### src/rtl/block_copy_ctrl.sv
// block_copy_ctrl: copies len words from a source memory with RD_LAT-cycle read latency to a destination RAM.
// Optional abort/aborted ports are compiled in when COPY_ABORT_EN is defined.
module block_copy_ctrl #(
  parameter int unsigned ADDR_W = 4,
  parameter int unsigned DATA_W = 8,
  parameter int unsigned RD_LAT = 1
) (
  input  logic              clk,
  input  logic              rst_n,
  input  logic              start,
  input  logic [ADDR_W-1:0] src_base,
  input  logic [ADDR_W-1:0] dst_base,
  input  logic [ADDR_W:0]   len,
  output logic              busy,
  output logic              done,
  output logic              rd_en,
  output logic [ADDR_W-1:0] rd_addr,
  input  logic [DATA_W-1:0] rd_data,
  output logic              wr_en,
  output logic [ADDR_W-1:0] wr_addr,
  output logic [DATA_W-1:0] wr_data,
  output logic [ADDR_W:0]   wr_count
`ifdef COPY_ABORT_EN
  ,
  input  logic              abort,
  output logic              aborted
`endif
);

  typedef enum logic [1:0] {
    IDLE,
    ISSUE,
    DRAIN,
    DONE
  } state_e;

  state_e            state_q, state_d;
  logic [ADDR_W-1:0] src_q, src_d;
  logic [ADDR_W-1:0] dst_q, dst_d;
  logic [ADDR_W:0]   len_q, len_d;
  logic [ADDR_W:0]   rd_k_q, rd_k_d;
  logic [ADDR_W:0]   cnt_q, cnt_d;

  logic [RD_LAT-1:0] pipe_v;
  logic [ADDR_W-1:0] pipe_off [RD_LAT];
  logic              pipe_busy;
  logic              abort_req;

  assign busy     = (state_q != IDLE);
  assign done     = (state_q == DONE);
  assign rd_en    = (state_q == ISSUE);
  assign rd_addr  = rd_en ? src_q + rd_k_q[ADDR_W-1:0] : '0;
  assign wr_en    = pipe_v[RD_LAT-1];
  assign wr_addr  = wr_en ? dst_q + pipe_off[RD_LAT-1] : '0;
  assign wr_data  = wr_en ? rd_data : '0;
  assign wr_count = cnt_q;

`ifdef COPY_ABORT_EN
  logic aborted_q, aborted_d;

  assign abort_req = abort && ((state_q == ISSUE) || (state_q == DRAIN));
  assign aborted   = aborted_q;

  always_comb begin
    aborted_d = aborted_q;
    if (state_q == DONE) begin
      aborted_d = 1'b0;
    end else if (abort_req) begin
      aborted_d = 1'b1;
    end
  end

  always_ff @(posedge clk or negedge rst_n) begin
    if (!rst_n) begin
      aborted_q <= 1'b0;
    end else begin
      aborted_q <= aborted_d;
    end
  end
`else
  assign abort_req = 1'b0;
`endif

  // Read-to-write pipeline: each stage carries {valid, destination offset}.
  // An abort squashes every stage at the same edge the FSM moves to DONE.
  for (genvar i = 0; i < RD_LAT; i++) begin : g_pipe
    logic              v_in;
    logic [ADDR_W-1:0] off_in;
    logic              v_q;
    logic [ADDR_W-1:0] off_q;

    if (i == 0) begin : g_head
      assign v_in   = rd_en;
      assign off_in = rd_k_q[ADDR_W-1:0];
    end else begin : g_tail
      assign v_in   = pipe_v[i-1];
      assign off_in = pipe_off[i-1];
    end

    always_ff @(posedge clk or negedge rst_n) begin
      if (!rst_n) begin
        v_q   <= 1'b0;
        off_q <= '0;
      end else begin
        v_q   <= v_in & ~abort_req;
        off_q <= off_in;
      end
    end

    assign pipe_v[i]   = v_q;
    assign pipe_off[i] = off_q;
  end

  // The last stage is writing this cycle, so only earlier stages hold DRAIN open.
  if (RD_LAT == 1) begin : g_busy_lat1
    assign pipe_busy = 1'b0;
  end else begin : g_busy_latn
    assign pipe_busy = |pipe_v[RD_LAT-2:0];
  end

  always_comb begin
    state_d = state_q;
    src_d   = src_q;
    dst_d   = dst_q;
    len_d   = len_q;
    rd_k_d  = rd_k_q;
    cnt_d   = wr_en ? cnt_q + 1'b1 : cnt_q;

    unique case (state_q)
      IDLE: begin
        if (start) begin
          src_d   = src_base;
          dst_d   = dst_base;
          len_d   = len;
          rd_k_d  = '0;
          cnt_d   = '0;
          state_d = (len == '0) ? DONE : ISSUE;
        end
      end
      ISSUE: begin
        rd_k_d = rd_k_q + 1'b1;
        if (abort_req) begin
          state_d = DONE;
        end else if (rd_k_d == len_q) begin
          state_d = DRAIN;
        end
      end
      DRAIN: begin
        if (abort_req || !pipe_busy) begin
          state_d = DONE;
        end
      end
      DONE: begin
        state_d = IDLE;
      end
      default: begin
        state_d = IDLE;
      end
    endcase
  end

  always_ff @(posedge clk or negedge rst_n) begin
    if (!rst_n) begin
      state_q <= IDLE;
      src_q   <= '0;
      dst_q   <= '0;
      len_q   <= '0;
      rd_k_q  <= '0;
      cnt_q   <= '0;
    end else begin
      state_q <= state_d;
      src_q   <= src_d;
      dst_q   <= dst_d;
      len_q   <= len_d;
      rd_k_q  <= rd_k_d;
      cnt_q   <= cnt_d;
    end
  end

endmodule
### config.mk
export PLATFORM = sky130hd
export DESIGN_NAME = block_copy_ctrl
export DESIGN_NICKNAME = d
export VERILOG_FILES = /design/src/rtl/block_copy_ctrl.sv
export SDC_FILE = /design/constraint.sdc
export NUM_CORES = 1
export LEC_CHECK = 0
export BUFFER_PORTS_ARGS = -buffer_cell sky130_fd_sc_hd__buf_4
export CAP_MARGIN = 20
export CORE_MARGIN = 2
export CORE_UTILIZATION = 47
export CTS_CLUSTER_SIZE = 8
export DETAILED_ROUTE_END_ITERATION = 7
export PLACE_DENSITY = 0.76
export SYNTH_ARGS = -nofsm -noshare
export SYNTH_HDL_FRONTEND = slang
export SYNTH_SLANG_ARGS = --single-unit
### constraint.sdc
create_clock -name clk -period 1.9 [get_ports clk]
set_clock_uncertainty 0.2 [all_clocks]
set_input_delay 0.38 -clock clk [delete_from_list [all_inputs] [get_ports clk]]
set_output_delay 0.38 -clock clk [all_outputs]
set_load 0.02 [all_outputs]
==> results of run 1 <==
==> state kept, by name (all words and copies together) (netlist names) <==
signal,cells
src_q,4
state_q,2
wr_en,1
wr_count,5
len_q,5
g_pipe.off_q,4
dst_q,4
rd_k_q,5
==> final cells by class <==
class | count | area [um2] | share of cell area [%]
well taps | 48 | 60.06 | 2.285
inverters | 4 | 16.27 | 0.6188
repair buffers | 77 | 621.8 | 23.66
flip-flops and latches | 30 | 757.0 | 28.80
clock buffers | 7 | 86.33 | 3.284
multi-input cells | 153 | 1082 | 41.17
clock inverters | 1 | 5.005 | 0.1904
==> routing by layer <==
metal  GRT usage [%]  wire length, um  up-vias
li1                -                -      800
met1           26.41             1768      786
met2           39.02             2294       56
met3           4.089              241        7
met4           10.16               71        0
met5               0                0        -
==> worst paths after layout <==
path | endpoint | start | slack, ns
setup / recovery | rd_addr[1] | rd_k_q[0]$_DFFE_PN0P_ | -0.35
hold / removal | src_q[2]$_DFFE_PN0P_ | src_base[2] | 0.09
setup reg to reg | state_q[0]$_DFFE_PN0P_ | rd_k_q[1]$_DFFE_PN0P_ | -0.12
hold reg to reg | src_q[2]$_DFFE_PN0P_ | src_q[2]$_DFFE_PN0P_ | 0.30
max in group asynchronous | wr_en$_DFF_PN0_ | rst_n | 0.85
min in group asynchronous | src_q[3]$_DFFE_PN0P_ | rst_n | 0.35
==> power breakdown <==
group	switching [mW]	total, mW	internal (mW)
Sequential	0.288	1.22	0.927
Clock	0.241	0.532	0.292
Combinational	1.48	3.01	1.53
==> repair_timing <==
action                                  CTS  global route
endpoints found under the setup margin   11            19
buffers inserted                          3             5
cloned                                    0             0
pin swaps                                10             8
hold endpoints to repair                 30             0
hold buffers                              1             0
resized for setup                        20             9
==> per-stage QoR <==
stage	cell area (um2)	worst slack, ns	hold slack [ns]	std cells
6_report	2629	-0.3520	0.08588	320
5_1_grt	2629	-0.4196	0.09201	320
4_1_cts	2569	-0.3381	0.08390	315
3_5_place_dp	2357	-0.09195	0.1326	303
3_3_place_gp	2357	-0.07641	0.1284	303
2_1_floorplan	1842	-0.003224	-0.1156	197
==> worst reg2reg max path, cell delays in order, from the launching register on <==
cell and delay, ns:
sky130_fd_sc_hd__dfrtp_2 0.44, sky130_fd_sc_hd__buf_6 0.14, sky130_fd_sc_hd__ha_4 0.24, sky130_fd_sc_hd__xor2_1 0.16, sky130_fd_sc_hd__nor2_2 0.16, sky130_fd_sc_hd__buf_4 0.14
sky130_fd_sc_hd__a21oi_1 0.07, sky130_fd_sc_hd__a2111oi_2 0.36
==> logic make-up after synthesis <==
group	count (synthesis)	share of synthesized area (%)
AOI/OAI and AO/OA	25	9.415
adders and majority gates	14	10.60
DFF	30	41.84
xor gates and xnor gates	17	8.298
and+or+nand+nor	93	23.78
muxes	4	2.232
buffers and inverters	14	3.835
==> synthesized netlist by cell type, drive strengths merged <==
library cell	instances
o211ai	1
nand4	2
or4	1
fa	2
nor2	13
a21oi	11
clkinv	1
mux2i	4
ha	12
nand3b	1
nand4bb	1
nor3	6
dfrtp	30
a2111oi	1
xnor2	10
a32oi	1
a2111o	1
o21ai	4
a21o	3
nand2b	1
and2	16
o221ai	2
clkbuf	6
o31ai	1
xor2	7
nand3	6
buf	4
inv	3
nand2	46
==> results.py, run 1 <==
metrics = {
    "floorplan": {
        "start_util_pct": 49.01,
        "die-width_um": 65.79,
        "floorplan.die_area_um2": 4328,
        "design.portCount": 49,
        "row_count": 22,
        "core_region_area_um2": 3661,
        "die_height_um": 65.79,
    },
    "yosys": {
        "yosys.area.top_type_share_pct": 41.84,
        "syn_nets": 235,
        "netlist-cell-type-count": 32,
        "synth.yosys.seq_area_share_pct": 41.84,
        "yosys.area.top_type": "sky130_fd_sc_hd__dfrtp_1",
        "yosys_register_bits": 30,
        "syn-mean-instance-area_um2": 9.108,
        "post_synthesis_cells": 197,
        "yosys-top-cells-area": "sky130_fd_sc_hd__dfrtp_1, sky130_fd_sc_hd__nand2_1, sky130_fd_sc_hd__ha_1",
        "synthesis.yosys.warnings": 0,
        "synthesis.area_um2": 1794,
    },
    "worst_hold_path": {
        "worst_hold_path_type": "in -> reg",
        "hold_depth": 3,
    },
    "global_routing": {
        "grt_max_degree": 31,
        "grt_pass1_wl_um": 7169,
        "grt.overflow.total": 0,
        "first_global_vias": 1599,
        "antenna_found_initial": 0,
        "globalRouteTotalUtil_pct": 22.30,
    },
    "route": {
        "antenna_viol_nets_final": 0,
        "vias": 1649,
        "drt_drc_violations_left": 0,
        "drtPass1Iterations": 4,
        "post_drt_via_cell_ratio": 5.153,
        "finalWirelength_um": 4377,
        "drtIter0Drc": 70,
        "wirelength_per_cell_um": 13.68,
    },
    "timing": {
        "slew_viol_final": 0,
        "setup_total_negative_slack_ns": -2.064,
        "finalSetupViolCount": 8,
        "fmaxAchievable_mhz": 444.0,
        "final_clock_period_utilization_by_the_worst_path_pct": 118.5,
        "final_critical_path_setup_slack_ns": -0.3520,
        "worst_slew_margin_rel_pct": 70.26,
        "max_slew.worst_pin.slew_ns": 0.4445,
        "finalHoldViolCount": 0,
        "rsz_0062_raised_after_global_routing": "true",
        "min_period_ns": 2.252,
    },
    "clock_tree": {
        "h-tree-depth": 2,
        "clock_tree.buffer_depth": 2,
        "clock_tree_from_tritoncts": "built",
        "cts_buffers": 5,
        "clock-sinks": 30,
        "clk_latency_ns": 0.29,
        "clock_root_buffer_master": "sky130_fd_sc_hd__clkbuf_8",
        "clk_pin_slew_worst_paths_ns": 0.06,
    },
    "setup_path": {
        "critical_path_depth": 4,
        "cp_num_buf_inv": 1,
        "path_cells": "ha_4, fa_2, and2_4, buf_6",
        "critPathKind": "reg -> out",
        "timing.critical_path.fanout_max": 3,
        "critPathRequiredTime_ns": 1.32,
        "highest_cell_delay_on_the_worst_timing_path_ns": 0.52,
        "crit_path_start_kind": "register",
        "critPathCaptureType": "output pin",
        "critPathArrivalTime_ns": 1.67,
        "crit_slowest_cell": "sky130_fd_sc_hd__fa_2",
        "reg2reg_depth": 7,
        "critical_path.top_delay_family": "adder cells",
    },
    "placement": {
        "globalplace.congestion": 0.7524,
        "buffer_ports.inserted": 48,
        "dpl.hpwl_um": 3064,
    },
    "layout": {
        "most-common-layout-cells": "sky130_fd_sc_hd__buf_4, sky130_fd_sc_hd__nand2_1, sky130_fd_sc_hd__dfrtp_1",
        "drive_gt1_share_pct": 41.18,
        "number_of_fill_cells_in_the_layout": 290,
        "most_common_library_cell_in_the_layout_ignoring_fill_and_taps": "sky130_fd_sc_hd__buf_4",
        "diodes": 0,
        "area_growth_syn_to_layout_pct": 46.51,
        "final_util_pct": 71.80,
        "layout.nets": 309,
    },
    "power": {
        "power_mw": 4.756,
        "power_per_cell_area_nw_per_um2": 1809,
        "leakage_power_summed_over_all_cells_nw": 1.310,
        "peakVddDrop_mv": 0.9604,
    },
    "flow_run": {
        "cap_viol_max_count": 0,
    },
    "outcome": {
        "violations": "negative setup slack",
        "status": "finished, violations left",
    },
}
(Power assumes the default switching activity.)
==> run 2: changes to the inputs <==
Settings changed: RECOVER_POWER from default to 50.
==> results.py, run 2 (same netlist as run 1, synthesis figures left out) <==
metrics = {
    "timing": {
        "max_slew.worst_pin.slew_ns": 0.7301,
        "rsz_0062_raised_after_global_routing": "true",
        "slew_viol_final": 0,
        "worst_slew_margin_rel_pct": 51.33,
        "finalHoldViolCount": 0,
        "min_period_ns": 2.271,
        "fmaxAchievable_mhz": 440.4,
        "setup_total_negative_slack_ns": -2.248,
        "finalSetupViolCount": 10,
        "final_critical_path_setup_slack_ns": -0.3708,
        "final_clock_period_utilization_by_the_worst_path_pct": 119.5,
    },
    "floorplan": {
        "start_util_pct": 49.01,
        "die-width_um": 65.79,
        "row_count": 22,
        "die_height_um": 65.79,
        "floorplan.die_area_um2": 4328,
        "core_region_area_um2": 3661,
        "design.portCount": 49,
    },
    "clock_tree": {
        "cts_buffers": 5,
        "clock_tree_from_tritoncts": "built",
        "h-tree-depth": 2,
        "clock_root_buffer_master": "sky130_fd_sc_hd__clkbuf_8",
        "clk_pin_slew_worst_paths_ns": 0.06,
        "clk_latency_ns": 0.29,
        "clock-sinks": 30,
        "clock_tree.buffer_depth": 2,
    },
    "global_routing": {
        "grt_pass1_wl_um": 7169,
        "first_global_vias": 1599,
        "antenna_found_initial": 0,
        "grt.overflow.total": 0,
        "grt_max_degree": 31,
        "globalRouteTotalUtil_pct": 22.30,
    },
    "power": {
        "clockPowerShare_pct": 11.3,
        "peakVddDrop_mv": 0.9358,
        "power_switching_share_pct": 42.43,
        "power_frac_seq_pct": 25.5,
        "leakage_power_summed_over_all_cells_nw": 1.299,
        "internal_power_mw": 2.720,
        "power_per_cell_area_nw_per_um2": 1817,
        "power_mw": 4.724,
        "power_switching_mw": 2.004,
        "combPwrFrac_pct": 63.2,
    },
    "worst_hold_path": {
        "hold_depth": 3,
        "worst_hold_path_type": "in -> reg",
        "worst_hold_startpoint": "src_base[2]",
        "min_delay_worst_endpoint": "src_q[2]$_DFFE_PN0P_",
    },
    "outcome": {
        "status": "finished, violations left",
        "violations": "negative setup slack",
    },
    "setup_path": {
        "cp_num_buf_inv": 1,
        "critPathCaptureType": "output pin",
        "highest_cell_delay_on_the_worst_timing_path_ns": 0.52,
        "critical_path.top_delay_family": "adder cells",
        "timing.critical_path.fanout_max": 3,
        "crit_path_start_kind": "register",
        "critPathArrivalTime_ns": 1.69,
        "reg2reg_depth": 7,
        "worst_r2r_setup_slack_ns": -0.13,
        "critPathRequiredTime_ns": 1.32,
        "regToRegEndpoint": "state_q[0]$_DFFE_PN0P_",
        "path_cells": "ha_4, fa_2, and2_4, buf_6",
        "critPathKind": "reg -> out",
        "r2r_start": "rd_k_q[1]$_DFFE_PN0P_",
        "crit_slowest_cell": "sky130_fd_sc_hd__fa_2",
    },
    "route": {
        "antenna_viol_nets_final": 0,
        "drtPass1Iterations": 4,
        "drtIter0Drc": 67,
        "drt_drc_violations_left": 0,
        "wirelength_per_cell_um": 13.84,
        "post_drt_via_cell_ratio": 5.197,
        "finalWirelength_um": 4429,
        "vias": 1663,
    },
    "placement": {
        "place_worst_setup_slack_ns": -0.09195,
        "dpl.hpwl_um": 3064,
        "dpl.cell_count": 303,
        "globalplace.congestion": 0.7524,
        "buffer_ports.inserted": 48,
    },
    "layout": {
        "most_common_library_cell_in_the_layout_ignoring_fill_and_taps": "sky130_fd_sc_hd__buf_4",
        "most-common-layout-cells": "sky130_fd_sc_hd__buf_4, sky130_fd_sc_hd__nand2_1, sky130_fd_sc_hd__dfrtp_1",
        "area_growth_syn_to_layout_pct": 44.91,
        "diodes": 0,
        "drive_gt1_share_pct": 38.97,
        "finalNonFillerCells": 320,
        "layout.nets": 309,
    },
    "flow_run": {
        "cap_viol_max_count": 0,
    },
}
==> run 2: repair_timing <==
action	CTS	global route
endpoints found under the hold margin	30	0
buffers inserted	3	5
hold buffers	1	0
pin swaps	10	8
resized for setup	20	9
endpoints found under the setup margin	11	19
==> run 2: how the worst max path moves through the flow <==
| stage | from | end | cells past startpoint |
|---|---|---|---|
| finish | rd_k_q[0]$_DFFE_PN0P_ | rd_addr[1] | 4 |
| CTS | rd_k_q[0]$_DFFE_PN0P_ | rd_addr[1] | 4 |
| detailed placement | dst_q[0]$_DFFE_PN0P_ | wr_addr[2] | 5 |
| floorplan | rd_k_q[0]$_DFFE_PN0P_ | rd_addr[2] | 4 |
| global route | g_pipe[0].off_q[1]$_DFF_PN0_ | wr_addr[3] | 6 |
| global placement | dst_q[0]$_DFFE_PN0P_ | wr_addr[2] | 5 |
==> run 2: area by class of cell <==
class	instances	area, um2
inverter	4	16.27
timing repair buffer	77	608.1
multi-input combinational	153	1070
clock inverter	1	5.005
fill	297	1061
clock buffer	7	86.33
sequential	30	754.5
tap	48	60.06
==> run 2: power by group through the flow <==
stage / Combinational, mW / Sequential (mW) / Clock [mW]
finish: 2.98 / 1.21 / 0.534
global route: 3.27 / 1.25 / 0.579
CTS: 2.85 / 1.20 / 0.544
detailed placement: 2.58 / 1.21 / 0
global placement: 2.51 / 1.20 / 0
floorplan: 1.64 / 1.20 / 0
==> run 2: routing by layer <==
metal	up-vias	share of wire, %	GRT usage (%)	wire length, um
met2	61	52	39.02	2290
met5	-	0	0	0
met3	7	5.4	4.089	238
met1	795	41	26.41	1828
li1	800	-	-	-
met4	0	1.6	10.16	71
==> run 2: per-stage QoR <==
stage	area, um2	util (%)	hold WS, ns
4_1_cts	2569	70.16	0.08390
5_1_grt	2600	71.02	0.09201
2_1_floorplan	1842	-	-0.1156
6_report	2600	71.02	0.08464
3_5_place_dp	2357	64.39	0.1326
3_3_place_gp	2357	64.39	0.1284
==> run 2: worst min-delay path: cells and delay by family <==
| family | cells | cell delay, ns |
|---|---|---|
| buffers and inverters | 1 | 0.08 |
| AND/OR/NAND/NOR | 2 | 0.09 |
==> run 3: changes to the inputs <==
Settings changed: SKIP_LAST_GASP from default to 1.
==> results.py, run 3 (same netlist as run 1, synthesis figures left out) <==
metrics = {
    "timing": {
        "worst_slew_margin_rel_pct": 51.14,
        "rsz_0062_raised_after_global_routing": "true",
        "setup_total_negative_slack_ns": -2.347,
        "finalHoldWorstSlack_ns": 0.08421,
        "final_critical_path_setup_slack_ns": -0.3476,
        "final_clock_period_utilization_by_the_worst_path_pct": 118.3,
        "finalSetupViolCount": 10,
        "max_slew.worst_pin.slew_ns": 0.7329,
        "slew_viol_final": 0,
        "fmaxAchievable_mhz": 444.9,
        "min_period_ns": 2.248,
        "finalHoldViolCount": 0,
    },
    "global_routing": {
        "grt_pass1_wl_um": 7093,
        "first_global_vias": 1594,
        "antenna_found_initial": 0,
        "globalRouteTotalUtil_pct": 21.94,
        "grt_max_degree": 31,
        "grt.overflow.total": 0,
    },
    "setup_path": {
        "crit_path_start_kind": "register",
        "critPathCaptureType": "output pin",
        "critPathArrivalTime_ns": 1.67,
        "critPathRequiredTime_ns": 1.32,
        "timing.critical_path.fanout_max": 3,
        "worst_r2r_setup_slack_ns": -0.15,
        "r2r_start": "rd_k_q[1]$_DFFE_PN0P_",
        "timing_endpoint_of_the_critical_path": "rd_addr[1]",
        "regToRegEndpoint": "state_q[0]$_DFFE_PN0P_",
        "critPathKind": "reg -> out",
        "reg2reg_depth": 7,
        "crit_path_start": "rd_k_q[0]$_DFFE_PN0P_",
    },
    "floorplan": {
        "design.portCount": 49,
        "start_util_pct": 49.01,
        "die_height_um": 65.79,
        "core_region_area_um2": 3661,
        "floorplan.die_area_um2": 4328,
        "row_count": 22,
        "die-width_um": 65.79,
    },
    "route": {
        "antenna_viol_nets_final": 0,
        "vias": 1667,
        "finalWirelength_um": 4368,
        "top_layer": "met4",
        "post_drt_via_cell_ratio": 5.209,
        "drtPass1Iterations": 4,
        "drtIter0Drc": 82,
        "met3RoutedLength_um": 275,
        "met2_length_um": 2252,
        "wirelength_per_cell_um": 13.65,
        "m1WireLength_um": 1768,
        "drt_drc_violations_left": 0,
    },
    "placement": {
        "place_worst_setup_slack_ns": -0.09195,
        "globalplace.congestion": 0.7524,
        "dpl.hpwl_um": 3064,
        "buffer_ports.inserted": 48,
        "placement.cell_area_um2": 2357,
        "dpl.cell_count": 303,
    },
    "layout": {
        "layout.nets": 309,
        "finalNonFillerCells": 320,
        "diodes": 0,
        "most_common_library_cell_in_the_layout_ignoring_fill_and_taps": "sky130_fd_sc_hd__buf_4",
        "area_growth_syn_to_layout_pct": 44.56,
        "most-common-layout-cells": "sky130_fd_sc_hd__buf_4, sky130_fd_sc_hd__nand2_1, sky130_fd_sc_hd__dfrtp_1",
        "final_cell_area_um2": 2594,
        "drive_gt1_share_pct": 38.24,
        "final_util_pct": 70.85,
    },
    "clock_tree": {
        "clock_root_buffer_master": "sky130_fd_sc_hd__clkbuf_8",
        "h-tree-depth": 2,
        "cts_buffers": 5,
        "clk_latency_ns": 0.29,
        "clock_tree_from_tritoncts": "built",
        "clock_tree.buffer_depth": 2,
        "clk_pin_slew_worst_paths_ns": 0.06,
        "clock-sinks": 30,
    },
    "flow_run": {
        "cap_viol_max_count": 0,
    },
    "power": {
        "leakage_power_summed_over_all_cells_nw": 1.300,
        "power_frac_seq_pct": 25.6,
        "power_mw": 4.710,
        "clockPowerShare_pct": 11.2,
        "power_per_cell_area_nw_per_um2": 1816,
        "power_switching_mw": 2.001,
        "peakVddDrop_mv": 0.9464,
        "power_switching_share_pct": 42.48,
        "internal_power_mw": 2.709,
        "combPwrFrac_pct": 63.2,
    },
    "outcome": {
        "status": "finished, violations left",
        "violations": "negative setup slack",
    },
    "worst_hold_path": {
        "worst_hold_path_type": "in -> reg",
    },
}
## run 3: changes by cell type in the layout (fill, tap and decap cells not counted)
| cell | before | now |
|---|---|---|
| sky130_fd_sc_hd__dfrtp_1 | 27 | 29 |
| sky130_fd_sc_hd__dfrtp_2 | 3 | 1 |
| sky130_fd_sc_hd__buf_6 | 9 | 8 |
| sky130_fd_sc_hd__buf_4 | 62 | 63 |
## run 3: worst min path at each step
stage	slack (ns)	depth (start not counted)	to	startpoint
finish	0.08	3	src_q[1]$_DFFE_PN0P_	src_base[1]
detailed placement	0.13	1	src_q[0]$_DFFE_PN0P_	rst_n
floorplan	-0.12	0	dst_q[0]$_DFFE_PN0P_	rst_n
CTS	0.08	3	src_q[2]$_DFFE_PN0P_	src_base[2]
global route	0.09	3	src_q[2]$_DFFE_PN0P_	src_base[2]
global placement	0.13	1	src_q[3]$_DFFE_PN0P_	rst_n
## run 3: timing repair
item	in CTS	in global routing
hold buffers	1	0
setup endpoints to repair	11	20
setup buffers	3	6
resized for setup	15	12
hold endpoints to repair	30	0
pin swaps	10	10
## run 3: power by group through the flow
stage	Sequential, mW	Combinational [mW]	Clock (mW)
after detailed placement	1.21	2.58	0
after global routing	1.25	3.26	0.579
final	1.20	2.98	0.530
after floorplan	1.20	1.64	0
after CTS	1.19	2.82	0.544
after global placement	1.20	2.51	0
## run 3: per-layer routing
| metal | vias to the layer above | global-route usage, % |
|---|---|---|
| met2 | 70 | 38.26 |
| met3 | 7 | 4.089 |
| met5 | - | 0 |
| li1 | 800 | - |
| met1 | 790 | 26.00 |
| met4 | 0 | 10.16 |
## run 3: layout make-up
type,count,area [um2]
clock buffers,7,86.33
clock inverters,1,5.005
fillers,301,1067
inverters,4,16.27
multi-input cells,153,1070
flip-flops and latches,30,752.0
well taps,48,60.06
repair buffers,77,604.3
## run 3: worst max-delay path: stages (launching register included)
cell and delay [ns]:
sky130_fd_sc_hd__dfrtp_1 0.44, sky130_fd_sc_hd__ha_4 0.19, sky130_fd_sc_hd__fa_2 0.51, sky130_fd_sc_hd__and2_4 0.13, sky130_fd_sc_hd__buf_6 0.10
